===== config.mk =====
export PLATFORM = sky130hd
export DESIGN_NAME = multi_cycle_ctrl
export DESIGN_NICKNAME = d
export VERILOG_FILES = /design/src/rtl/mc_ctrl_pkg.sv /design/src/rtl/alu_decoder.sv /design/src/rtl/multi_cycle_ctrl.sv
export SDC_FILE = /design/constraint.sdc
export NUM_CORES = 1
export LEC_CHECK = 0
export CAP_MARGIN = 20
export CORE_MARGIN = 3
export CORE_UTILIZATION = 38
export CTS_CLUSTER_SIZE = 12
export DETAILED_ROUTE_END_ITERATION = 10
export PLACE_DENSITY_LB_ADDON = 0.12
export SYNTH_ARGS = -nofsm -noshare
export SYNTH_HDL_FRONTEND = slang
export SYNTH_SLANG_ARGS = --single-unit

===== constraint.sdc =====
create_clock -name clk -period 4 [get_ports clk]
set_input_delay 1.2 -clock clk [delete_from_list [all_inputs] [get_ports clk]]
set_output_delay 1.2 -clock clk [all_outputs]
set_load 0.01 [all_outputs]

===== src/rtl/mc_ctrl_pkg.sv =====
// Shared encodings for the multi-cycle MIPS control unit: states, opcodes,
// funct codes and the datapath select/operation encodings.
package mc_ctrl_pkg;

   typedef enum logic [3:0] {
      S_IF     = 4'd0,
      S_ID     = 4'd1,
      S_MEMADR = 4'd2,
      S_MEMRD  = 4'd3,
      S_WBLW   = 4'd4,
      S_MEMWR  = 4'd5,
      S_EXR    = 4'd6,
      S_WBR    = 4'd7,
      S_EXBR   = 4'd8,
      S_EXJ    = 4'd9,
      S_EXI    = 4'd10,
      S_WBI    = 4'd11
   } state_t;

   localparam logic [5:0] OP_RTYPE = 6'h00;
   localparam logic [5:0] OP_J     = 6'h02;
   localparam logic [5:0] OP_JAL   = 6'h03;
   localparam logic [5:0] OP_BEQ   = 6'h04;
   localparam logic [5:0] OP_BNE   = 6'h05;
   localparam logic [5:0] OP_ADDI  = 6'h08;
   localparam logic [5:0] OP_SLTI  = 6'h0A;
   localparam logic [5:0] OP_ANDI  = 6'h0C;
   localparam logic [5:0] OP_ORI   = 6'h0D;
   localparam logic [5:0] OP_LW    = 6'h23;
   localparam logic [5:0] OP_SW    = 6'h2B;

   localparam logic [5:0] FN_ADD = 6'h20;
   localparam logic [5:0] FN_SUB = 6'h22;
   localparam logic [5:0] FN_AND = 6'h24;
   localparam logic [5:0] FN_OR  = 6'h25;
   localparam logic [5:0] FN_NOR = 6'h27;
   localparam logic [5:0] FN_SLT = 6'h2A;

   localparam logic [2:0] ALU_AND = 3'b000;
   localparam logic [2:0] ALU_OR  = 3'b001;
   localparam logic [2:0] ALU_ADD = 3'b010;
   localparam logic [2:0] ALU_NOR = 3'b100;
   localparam logic [2:0] ALU_SUB = 3'b110;
   localparam logic [2:0] ALU_SLT = 3'b111;

   localparam logic [1:0] SRCB_RT     = 2'b00;
   localparam logic [1:0] SRCB_FOUR   = 2'b01;
   localparam logic [1:0] SRCB_IMM    = 2'b10;
   localparam logic [1:0] SRCB_IMM_SH = 2'b11;

   localparam logic [1:0] D2R_ALU = 2'b00;
   localparam logic [1:0] D2R_MDR = 2'b01;
   localparam logic [1:0] D2R_PC  = 2'b10;

   localparam logic [1:0] BR_NONE = 2'b00;
   localparam logic [1:0] BR_BEQ  = 2'b01;
   localparam logic [1:0] BR_BNE  = 2'b10;
   localparam logic [1:0] BR_JUMP = 2'b11;

   // Only the signed-arithmetic instructions trap on overflow.
   function automatic logic is_trap_op(input logic [5:0] opcode, input logic [5:0] funct);
      return (opcode == OP_ADDI) ||
             ((opcode == OP_RTYPE) && ((funct == FN_ADD) || (funct == FN_SUB)));
   endfunction

endpackage


===== src/rtl/alu_decoder.sv =====
// Combinational opcode/funct decode to ALU operation; o_valid is low for any
// encoding the control unit does not implement.
module alu_decoder
   import mc_ctrl_pkg::*;
(
   input  logic [5:0] i_opcode,
   input  logic [5:0] i_funct,
   output logic [2:0] o_alu_ctrl,
   output logic       o_valid
);

   // NOTE: every output gets a default before the case so no latch is inferred.
   always_comb begin
      o_alu_ctrl = ALU_ADD;
      o_valid    = 1'b1;
      unique case (i_opcode)
         OP_RTYPE: begin
            unique case (i_funct)
               FN_ADD:  o_alu_ctrl = ALU_ADD;
               FN_SUB:  o_alu_ctrl = ALU_SUB;
               FN_AND:  o_alu_ctrl = ALU_AND;
               FN_OR:   o_alu_ctrl = ALU_OR;
               FN_SLT:  o_alu_ctrl = ALU_SLT;
               FN_NOR:  o_alu_ctrl = ALU_NOR;
               default: o_valid    = 1'b0;
            endcase
         end
         OP_LW, OP_SW, OP_ADDI, OP_J, OP_JAL: o_alu_ctrl = ALU_ADD;
         OP_BEQ, OP_BNE: o_alu_ctrl = ALU_SUB;
         OP_ANDI:        o_alu_ctrl = ALU_AND;
         OP_ORI:         o_alu_ctrl = ALU_OR;
         OP_SLTI:        o_alu_ctrl = ALU_SLT;
         default:        o_valid    = 1'b0;
      endcase
   end

endmodule


===== src/rtl/multi_cycle_ctrl.sv =====
// Multi-cycle MIPS control FSM: sequences fetch/decode/execute/memory/writeback
// and stalls in memory states until the unified memory reports ready.
module multi_cycle_ctrl
   import mc_ctrl_pkg::*;
(
   input  logic       clk,
   input  logic       rst,
   input  logic [5:0] opcode,
   input  logic [5:0] funct,
   input  logic       zero,
   input  logic       overflow,
   input  logic       mem_ready,
   output logic       PCWrite,
   output logic       IorD,
   output logic       MemRead,
   output logic       MemWrite,
   output logic       IRWrite,
   output logic       RedDst,
   output logic       ALUSrc_A,
   output logic [1:0] ALUSrc_B,
   output logic [2:0] ALU_Control,
   output logic [1:0] DatatoReg,
   output logic       RegWrite,
   output logic [1:0] Branch,
   output logic       Jal,
   output logic       illegal,
   output logic       ovf_exc,
   output logic [3:0] state
);

   state_t     r_state;
   state_t     w_next;
   logic       r_ovf_q;
   logic [2:0] w_dec_alu;
   logic       w_dec_valid;
   logic       w_unused_zero;

   // Branch qualification with the zero flag happens in the datapath.
   assign w_unused_zero = zero;

   alu_decoder u_alu_decoder (
      .i_opcode   (opcode),
      .i_funct    (funct),
      .o_alu_ctrl (w_dec_alu),
      .o_valid    (w_dec_valid)
   );

   // NOTE: sequential state uses non-blocking assignments only.
   always_ff @(posedge clk) begin
      if (rst) begin
         r_state <= S_IF;
         r_ovf_q <= 1'b0;
      end else begin
         r_state <= w_next;
         unique case (r_state)
            S_EXR, S_EXI: r_ovf_q <= overflow & is_trap_op(opcode, funct);
            S_WBR, S_WBI: r_ovf_q <= 1'b0;
            default:      r_ovf_q <= r_ovf_q;
         endcase
      end
   end

   always_comb begin
      w_next      = r_state;
      PCWrite     = 1'b0;
      IorD        = 1'b0;
      MemRead     = 1'b0;
      MemWrite    = 1'b0;
      IRWrite     = 1'b0;
      RedDst      = 1'b0;
      ALUSrc_A    = 1'b0;
      ALUSrc_B    = SRCB_FOUR;
      ALU_Control = ALU_ADD;
      DatatoReg   = D2R_ALU;
      RegWrite    = 1'b0;
      Branch      = BR_NONE;
      Jal         = 1'b0;
      illegal     = 1'b0;
      ovf_exc     = 1'b0;

      unique case (r_state)
         S_IF: begin
            MemRead = 1'b1;
            IRWrite = mem_ready;
            PCWrite = mem_ready;
            if (mem_ready) w_next = S_ID;
         end
         S_ID: begin
            ALUSrc_B = SRCB_IMM_SH;
            illegal  = ~w_dec_valid;
            w_next   = S_IF;
            if (w_dec_valid) begin
               unique case (opcode)
                  OP_RTYPE:                           w_next = S_EXR;
                  OP_LW, OP_SW:                       w_next = S_MEMADR;
                  OP_BEQ, OP_BNE:                     w_next = S_EXBR;
                  OP_J, OP_JAL:                       w_next = S_EXJ;
                  OP_ADDI, OP_ANDI, OP_ORI, OP_SLTI:  w_next = S_EXI;
                  default:                            w_next = S_IF;
               endcase
            end
         end
         S_MEMADR: begin
            ALUSrc_A    = 1'b1;
            ALUSrc_B    = SRCB_IMM;
            ALU_Control = w_dec_alu;
            w_next      = (opcode == OP_SW) ? S_MEMWR : S_MEMRD;
         end
         S_MEMRD: begin
            IorD    = 1'b1;
            MemRead = 1'b1;
            if (mem_ready) w_next = S_WBLW;
         end
         S_WBLW: begin
            DatatoReg = D2R_MDR;
            RegWrite  = 1'b1;
            w_next    = S_IF;
         end
         S_MEMWR: begin
            IorD     = 1'b1;
            MemWrite = 1'b1;
            if (mem_ready) w_next = S_IF;
         end
         S_EXR: begin
            ALUSrc_A    = 1'b1;
            ALUSrc_B    = SRCB_RT;
            ALU_Control = w_dec_alu;
            w_next      = S_WBR;
         end
         S_WBR: begin
            RedDst   = 1'b1;
            RegWrite = ~r_ovf_q;
            ovf_exc  = r_ovf_q;
            w_next   = S_IF;
         end
         S_EXBR: begin
            ALUSrc_A    = 1'b1;
            ALUSrc_B    = SRCB_RT;
            ALU_Control = ALU_SUB;
            Branch      = (opcode == OP_BNE) ? BR_BNE : BR_BEQ;
            w_next      = S_IF;
         end
         S_EXJ: begin
            Branch = BR_JUMP;
            if (opcode == OP_JAL) begin
               Jal       = 1'b1;
               DatatoReg = D2R_PC;
               RegWrite  = 1'b1;
            end
            w_next = S_IF;
         end
         S_EXI: begin
            ALUSrc_A    = 1'b1;
            ALUSrc_B    = SRCB_IMM;
            ALU_Control = w_dec_alu;
            w_next      = S_WBI;
         end
         S_WBI: begin
            RegWrite = ~r_ovf_q;
            ovf_exc  = r_ovf_q;
            w_next   = S_IF;
         end
         default: w_next = S_IF;
      endcase
   end

   assign state = r_state;

endmodule


# Word-level counts from Yosys, hierarchy flattened

Index checks and enable logic that the tools add are counted.

Eq/ne operators: 30
Bitwise logic cells: 3
Mux-type cells: 29
Reduce and logical (&&, ||, !) cells: 21

Operator list:

| kind                                                            | number |
|---|---|
| 6-bit == test, second input constant                            | 8 |
| 3-bit case mux with 5 select lines                              | 2 |
| 4-bit case mux with 7 select lines                              | 1 |
| 6-bit by 4-bit == test with 1-bit output, second input constant | 4 |
| 4-bit case mux with 5 select lines                              | 1 |
| 2-bit OR reduction                                              | 9 |
| 4-bit by 3-bit == test with 1-bit output, second input constant | 4 |
| 4-bit == test, second input constant                            | 4 |
| 4-bit two-way mux                                               | 4 |
| 6-bit by 2-bit == test with 1-bit output, second input constant | 2 |
| 6-bit by 3-bit == test with 1-bit output, second input constant | 2 |
| 1-bit two-way mux                                               | 11 |
| 10-bit OR reduction                                             | 1 |
| 4-bit by 2-bit == test with 1-bit output, second input constant | 2 |
| 2-bit case mux with 2 select lines                              | 2 |
| 4-bit OR reduction                                              | 2 |
| 6-bit zero test                                                 | 1 |
| 2-bit inequality test, second input constant                    | 3 |
| 2-bit case mux with 3 select lines                              | 1 |
| 3-bit case mux with 2 select lines                              | 1 |
| 6-bit OR reduction                                              | 1 |
| 4-bit by 1-bit == test with 1-bit output, second input constant | 1 |
| 4-bit zero test                                                 | 1 |
| 2-bit two-way mux                                               | 2 |
| other kinds (10)                                                | 13 |

Logic and storage cells: 85
Bits of input ports: 17
Output and inout bits: 24
Flip-flop bits (word level): 5

# Longest topological paths before layout

Word-level depth: 6
Gate-level depth with buffers: 7
Depth with buffers taken out: 5

# Cells and area by module

A second synthesis with hierarchy kept.

Cells, all modules: 134
Area, all modules: 877.1 sq um

Modules (own cells, without submodules):

| module           | area an instance (sq um) | seq. area each (sq um) | instances | cells each |
|---|---|---|---|---|
| multi_cycle_ctrl | 669.4                    | 100.1                  | 1         | 102 |
| alu_decoder      | 207.7                    | 0.0                    | 1         | 32 |

# Worst setup path before layout

Ideal clock, no wire load.

Path kind: input -> output
Start: in opcode[5]
End: out RegWrite
Required time: 2.800 ns
Stages: 6
Path slack: 0.246 ns
Arrival: 2.554 ns
Path buffers: 2
Path through: buf_4 -> or3_4 -> buf_6 -> nor4_1 -> nor2_1 -> o21ai_0

Word-level cells in the longest chain between the ends: 3

RTL lines:

| element                                  | line                    | source |
|---|---|---|
| start: declaration                       | multi_cycle_ctrl.sv:8   | `input logic [5:0] opcode,` |
| 6-bit by 2-bit == test with 1-bit output | multi_cycle_ctrl.sv:145 | `if (opcode == OP_JAL) begin` |
| 1-bit two-way mux                        | multi_cycle_ctrl.sv:145 |  |
| 1-bit case mux with 3 select lines       | multi_cycle_ctrl.sv:81  | `unique case (r_state)` |
| end: declaration                         | multi_cycle_ctrl.sv:23  | `output logic RegWrite,` |

Every way passes these cells.

# Worst setup path in the final report

Start: in opcode[5]
End: out DatatoReg[1]

Word-level cells in the longest chain between the ends: 3

RTL lines:

| element                                  | line                    | source |
|---|---|---|
| 6-bit by 2-bit == test with 1-bit output | multi_cycle_ctrl.sv:145 |  |
| 2-bit two-way mux                        | multi_cycle_ctrl.sv:145 |  |
| 2-bit case mux with 2 select lines       | multi_cycle_ctrl.sv:81  |  |
| end: declaration                         | multi_cycle_ctrl.sv:22  | `output logic [1:0] DatatoReg,` |

Every way passes these cells.

==> impl_summary.md <==
Clock tree
The latest clock arrival within the worst-skew pair is 240 ps. For this design, the CTS-stage hold fixing added 0 buffers. The master cell of the clock root buffer is clkbuf_4. After clock tree synthesis, the clock-pin slew on the worst setup and hold paths is 40 ps. The buffer depth of the longest clock path is 2. Clock tree synthesis found a total of 5 sinks. In this run the number of H-tree levels came out at 1.

TritonCTS built the clock tree. The number of buffers created by CTS is 3.

Yosys
The mapped netlist covers 851 um2. The count of warnings emitted by yosys is 0. Counting flops and latches in the post-synthesis netlist gives 5. Sequential elements use 11.8% of the synthesized area. The async set-or-reset flop fraction in the synthesized netlist is 0%. Averaged over all synthesized cells, the footprint is approximately 6.6 um2. The primary flip-flop cell chosen by synthesis mapping is dfxtp_1. When the netlist entered floorplanning its net count stood at 146.

The count of flip-flops with a built-in enable after synthesis is 0. Counting every instance in the synthesized netlist gives 129. The number of library cell types mapped by synthesis is 45.

STA
On the final layout, the worst clock skew is 4.09 ps. The final critical path takes up 97.9% of the cycle. The hold violation count in the final report came to 0. Setup slack on the critical path of the routed design comes to 82.4 ps. At the pin with the least slew margin, the transition time is 565 ps. The final count of pins violating max slew is 0. The count of endpoints failing setup in the final report is 0. The time the final worst path needs with I/O delays and setup is approximately 3900 ps. Final hold analysis gives a worst-case slack of between 500 and 600 ps.

Headroom to the max-slew limit came out at 62.3%. In the final timing run, aggregate negative setup slack is 0 ps. Based on the critical path, the design can be clocked at up to 255 MHz.

Setup path
At the worst endpoint, the required time is 2800 ps. The maximum fanout count along the critical path is 3. The slack of the worst reg-to-reg path is 2180 ps.

STA classifies the critical path startpoint as an input pin. In this run the critical register-to-register path is launched from state[0]. The critical path is of the in -> out type.

The number of cells on the worst reg-to-reg path is 5. Tracing the worst setup path back leads to its startpoint at opcode[5]. The worst setup path is captured at a primary output. STA puts the critical path data arrival time at around 2700 ps. The destination of the worst register-to-register timing path is state[3].

Floorplan
After floorplanning, the core was sized to cover 2040 um2. In this run the vertical extent of the chip is 53.3 um. The initial utilization of the core area, before any placement, comes to 41.7%. The floorplan has 16 rows. The width of the die is 53.3 um. The overall die area is ~2800 um2. The boundary pin count is 41.

GRT
The final global-route overflow total is 0. The via count of the first global-routing pass is 1,084. The number of antenna violations at the first check in global routing came to 0.

The pin count of the biggest net entering global routing is 18. The global-route wire length before repair is 4640 um. Across every metal layer, demand over resource in global routing totals around a fifth.

Route
The pre-antenna-repair detailed-routing pass consisted of 4 iterations. After detailed routing, the number of vias per cell comes to 5.50. The first-iteration detailed-routing DRC count is 24.

For this run, design rule violations remaining after detail routing come to 0. The total length of routed wires is 2850 um. The post-detailed-route count of antenna-violating nets is 0. The via count is roughly 1.2k.

The wire length per cell after detailed routing is 13.5 um.

Placement
At the placement stage, the worst setup path has a slack of -450 ps. At the end of routability-driven placement, the weighted congestion stood at 0.860. The count of buffers added on input and output ports is 39. The instance area after placement is 1360 um2.

Including well taps, the total number of placed cells is 204. Detailed placement ended at an HPWL of 2120 um.

Finish
The utilization of the core after routing is 71.7%. Relative to the synthesized area, the layout overhead comes to 72.1%. After the last flow step, the layout net total stands at 203. The final cell count without fillers is ~210. 0 antenna diodes ended up in the layout. The filler cells instantiated in the layout total 192. The fraction of final layout cells sized beyond drive strength 1 is 24.3%. The area of all placed cells without fillers is 1460 um2.

Min path
The worst hold path endpoint is r_ovf_q. The path class of the tightest hold or removal check is reg -> reg. The cell count of the worst hold path is 3. The worst hold path startpoint is r_ovf_q.

Run status
The run finished with clean final reports.

Power and ir drop
The design draws 0.205 mW. Across the VDD grid, the largest voltage drop is 0.219 mV. For this design the static power due to leakage is about 0.6 nW. Power spread over the standard cell area amounts to 140 nW/um2.

Run
The number of max-cap violations is 0.
cells in the mapped netlist (all sizes together) (2+ instances only):
cell	n	area, um2
a211oi	2	15.0
a21oi	5	25.0
a22oi	2	15.0
and4b	2	20.0
buf	4	37.5
clkbuf	7	26.3
dfxtp	5	100
inv	6	22.5
nand2	10	37.5
nand2b	6	37.5
nand3	2	10.0
nand3b	2	15.0
nor2	17	63.8
nor2b	3	18.8
nor3	8	40.0
nor3b	2	15.0
nor4	6	37.5
nor4b	3	26.3
nor4bb	2	20.0
o21ai	8	40.0
o31ai	3	22.5
o32ai	2	17.5
or2	2	12.5
metal layers:
metal	up-vias	routed length, um	track usage, %
met5	-	0	0
met4	0	0	0
met2	46	1390	36.3
li1	589	-	-
met3	0	228	5.07
met1	532	1240	28.7
critical path, stage by stage:
cell           delay [ps]
dlygate4sd2_1         240
or3_4                 410
buf_4                 170
buf_4                 130
nor4_1                270
dlygate4sd1_1         300
layout make-up:
type                    count  area [um2]  area share (%)
multi-input cells         107         722            49.3
repair buffers             63         559            38.2
flip-flops and latches      5         100            6.84
well taps                  27        33.8            2.31
clock buffers               4        26.3            1.79
inverters                   6        22.5            1.54
repair_timing:
item	in CTS	in global routing
buffers inserted	4	0
endpoints found under the setup margin	9	8
pin swaps	2	3
resized for setup	25	17
kinds of logic (layout without fill, tap and decap cells):
family / after synthesis / count (layout) / share of synthesized area, %
buf+inv: 17 / 73 / 10.1
mux: 2 / 2 / 2.50
flops: 5 / 5 / 11.8
xor+xnor: 1 / 1 / 1.03
compound gates: 34 / 34 / 27.4
simple gates: 70 / 70 / 47.2
power breakdown:
group / total [mW] / switching, mW / leakage (nW) / internal (mW)
Sequential: 0.0558 / 0.00465 / 0.0405 / 0.0511
Combinational: 0.0916 / 0.0412 / 0.543 / 0.0504
Clock: 0.0577 / 0.0201 / 0.0150 / 0.0377
flip-flops by register name, indices dropped and copies added (netlist names):
register / cells
r_ovf_q: 1
state: 4
worst max path at each step:
stage	depth (start not counted)	endpoint	slack [ps]
2_1_floorplan	6	RegWrite	250
3_3_place_gp	6	illegal	-440
3_5_place_dp	6	illegal	-450
4_1_cts	6	illegal	-70
5_1_grt	6	ALU_Control[1]	-20
6_report	6	DatatoReg[1]	80
cells in the final DEF (no fill, tap or decap), types with 5 or more instances in the layout:
cell type	count
a21oi_1	5
buf_4	23
clkdlybuf4s50_1	24
dfxtp_1	5
dlygate4sd2_1	5
inv_1	6
nand2_1	10
nand2b_1	6
nor2_1	17
nor3_1	7
o21ai_0	5
(Power assumes the default switching activity.)
